$ cat config.mk
export PLATFORM = sky130hd
export DESIGN_NAME = bcd_counter_mod10
export DESIGN_NICKNAME = d
export VERILOG_FILES = /design/src/rtl/bcd_counter_mod10_pkg.sv /design/src/rtl/bcd_counter_mod10.sv
export SDC_FILE = /design/constraint.sdc
export NUM_CORES = 1
export LEC_CHECK = 0
export ABC_AREA = 0
export BUFFER_PORTS_ARGS = -buffer_cell sky130_fd_sc_hd__clkbuf_2
export CAP_MARGIN = 20
export CORE_AREA = 2 2 39 41
export CTS_BUF_LIST = sky130_fd_sc_hd__clkbuf_2
export DETAILED_ROUTE_END_ITERATION = 10
export DIE_AREA = 0 0 41 43
export PLACE_DENSITY = 0.48
export SLEW_MARGIN = 20
export SYNTH_ARGS = -nofsm -noshare
export SYNTH_HDL_FRONTEND = slang
export SYNTH_SLANG_ARGS = --single-unit
$ cat constraint.sdc
create_clock -name clk -period 3.3 [get_ports clk]
set_input_delay 0.33 -clock clk [delete_from_list [all_inputs] [get_ports clk]]
set_output_delay 0.33 -clock clk [all_outputs]
set_load 0.005 [all_outputs]
$ cat src/rtl/bcd_counter_mod10_pkg.sv
// Shared timer constants for the BCD digit chain and the timer controller.
package bcd_counter_mod10_pkg;

  localparam int              BCD_W    = 4;
  localparam logic [BCD_W-1:0] BCD_MAX  = 4'd9;
  localparam logic [BCD_W-1:0] BCD_ZERO = 4'd0;

  typedef enum logic [1:0] {
    OP_HOLD = 2'd0,
    OP_LOAD = 2'd1,
    OP_DEC  = 2'd2
  } bcd_op_e;

  // Out-of-range presets saturate so the digit register only ever holds BCD.
  function automatic logic [BCD_W-1:0] bcd_clamp(input logic [BCD_W-1:0] d);
    return (d > BCD_MAX) ? BCD_MAX : d;
  endfunction

endpackage

$ cat src/rtl/bcd_counter_mod10.sv
// One BCD down-counting timer digit: load, decrement with 0->9 wrap, borrow out.
module bcd_counter_mod10
  import bcd_counter_mod10_pkg::*;
(
  input  logic             clk,
  input  logic             clr,
  input  logic             loadn,
  input  logic             en,
  input  logic [BCD_W-1:0] data,
  output logic [BCD_W-1:0] out,
  output logic             tc,
  output logic             zero
);

  logic [BCD_W-1:0] out_d, out_q;
  bcd_op_e          op;

  // Load beats count; clr is handled in the register itself.
  always_comb begin
    op = OP_HOLD;
    if (!loadn)  op = OP_LOAD;
    else if (en) op = OP_DEC;
  end

  always_comb begin
    out_d = out_q;
    case (op)
      OP_LOAD: out_d = bcd_clamp(data);
      OP_DEC:  out_d = (out_q == BCD_ZERO) ? BCD_MAX : out_q - 4'd1;
      default: out_d = out_q;
    endcase
  end

  always_ff @(posedge clk) begin
    if (clr) out_q <= BCD_ZERO;
    else     out_q <= out_d;
  end

  // Borrow is ungated by clr/loadn so the digit above decides its own priority.
  assign out  = out_q;
  assign zero = (out_q == BCD_ZERO);
  assign tc   = en & zero;

endmodule

==> out/metrics.cfg <==
[setup_path]
cp_slowest_cell = dfxtp_1
cp_top_family = simple AND/OR/NAND/NOR gates
cp_max_fo = 7
rr_worst_depth = 3
crit_chain = nor4b_4 > nor2b_1 > clkbuf_2
end_kind = output pin
critPathArrivalTime_ns = 1.22
crit_type = flop to output pin
cp-start-kind = flop
critPathBufInv = 1
crit_required_ns = 2.97
cp_slowest_stage_delay_ns = 0.39
crit_cells = 3

[clocking]
cts.clk_slew.worst_paths_ns = 0.04
clock_sinks = 4
cts_tree = built
hold_buffers = 0
post_cts_buffers = 0
clk_latency_ns = 0.20
cts-root-buf = clkbuf_2
ctsResizeCount = 0
htree_num_levels = 1
clk_path_buf_depth = 2
cts_made_buffers = 3

[yosys]
synth_area_um2 = 246
synth_cell_types = 17
yosysWarnings = 0
yosysSeqAreaShare_pct = 32.5
syn-num-nets = 35
synth_cells = 27
synth-seq-cells = 4
syn_area_per_cell_um2 = 9.13

[drt]
drc = 0
first_iter_violations = 10
via_per_inst = 4.37
wl_per_cell_um = 10.2
wl_um = 600
route.antenna.remaining_nets = 0
dr.pass1.iters = 3
route.vias.total = 258

[grt]
antenna_found_initial = 0
grt_pass1_wl_um = 917
grtUsageTotal_pct = 8.02
grt_pass1_vias = 218
grt_max_degree = 9
grt.overflow.total = 0

[worst_hold_path]
min_path_type = primary input to flop
worst_hold_path.num_cells = 2

[job]
max-cap-violations = 0

[floorplan]
rows = 14
core_um2 = 1380
die_h_um = 43
fp.dieArea_um2 = 1760
io_pins = 14
initial_utilization_pct = 17.8
die_w_um = 41

[sta]
maxSlewHeadroom_pct = 80.0
grt_setup_unrepaired = false
drv_slew = 0
finalSetupViolations = 0
worst-slew-pin-transition_ns = 0.296
fin_crit_ns = 1.55
hold_viol_final = 0
fmax_ghz = 0.644
clock_skew_ns = 0.00141
finalSetupTns_ns = 0
holdWs_ns = 0.357
post-route-period-util_pct = 47.0

[place]
gp_congestion = 0.624
dp_hpwl_um = 495
port_buffers = 13

[power_and_ir_drop]
ir_drop_uv = 136
leakagePower_nw = 0.154
power.density_nw_per_um2 = 392
p_total_mw = 0.136

[finish]
final_cell_mix = 16 x clkbuf_2, 4 x dfxtp_1, 3 x nor2_1, 3 x o21ai_0
layout-drive-gt1-share_pct = 41.9
antennaDiodeCount = 0
area_growth_syn_to_layout_pct = 40.6
nets = 53
final_core_util_pct = 25.0
largest_reg_flops = 4
final_common_cell = clkbuf_2

[run_status]
status = finished clean

## worst reg2reg max path: cells and delay by family (launching register included)
kind / cells / cell delay, ns
AO/OA/AOI/OAI: 1 / 0.21
flip-flops: 1 / 0.39
AND/OR/NAND/NOR: 1 / 0.36
XOR/XNOR: 1 / 0.12
## power breakdown
part / internal (mW) / leakage (nW) / switching (mW) / total (mW)
registers: 0.0524 / 0.0331 / 0.00736 / 0.0598
logic: 0.0181 / 0.108 / 0.0142 / 0.0323
clock network: 0.0244 / 0.0125 / 0.0192 / 0.0437
## cell families (layout without fill, tap and decap cells)
| kind of cell | after synthesis | after routing | share of synthesized area, % |
|---|---|---|---|
| simple gates | 12 | 12 | 34.0 |
| flops | 4 | 4 | 32.5 |
| buf+inv | 1 | 17 | 1.52 |
| compound gates | 8 | 8 | 24.9 |
| xor+xnor | 2 | 2 | 7.11 |
## synth_stat cells
master,n,area share (%)
a211oi_2,1,5.1
a21o_1,1,3.0
a221oi_1,1,3.6
a41oi_1,1,3.6
dfxtp_1,4,32
inv_1,1,1.5
nand2_1,1,1.5
nand3_1,2,4.1
nand3b_1,1,3.0
nor2_1,3,4.6
nor2b_1,2,5.1
nor4_1,1,2.5
nor4b_4,1,9.6
o21ai_0,3,6.1
o311ai_0,1,3.6
or3b_1,1,3.6
xnor2_1,2,7.1
## cell type report
| cell class | count | area [um2] |
|---|---|---|
| Multi-Input combinational cell | 22 | 163 |
| Tap cell | 16 | 20.0 |
| Clock buffer | 3 | 15.0 |
| Fill cell | 159 | 1040 |
| Timing Repair Buffer | 13 | 65.1 |
| Sequential cell | 4 | 80.1 |
| Inverter | 1 | 3.75 |
## through the flow
stage | setup slack (ns) | area (um2) | std cells
global placement | 1.97 | 332 | 56
global route | 1.65 | 347 | 59
detailed placement | 1.94 | 332 | 56
floorplan | 2.09 | 246 | 27
CTS | 1.72 | 347 | 59
finish | 1.75 | 347 | 59
## path summary, 6_finish.rpt
kind	from	endpoint	slack (ns)
max	out[0]	tc	1.75
max reg2reg	out[0]	out[3]	2.15
min	clr	out[3]	0.36
min reg2reg	out[3]	out[2]	0.55
## per-layer routing
layer / share of wire (%) / GRT usage [%] / up-vias
li1: - / - / 135
met1: 44 / 10.3 / 109
met2: 45 / 9.38 / 14
met3: 11 / 4.71 / 0
met4: 0 / 6.00 / 0
met5: 0 / 0 / -
Note: power is estimated with default switching activity, not from simulation.
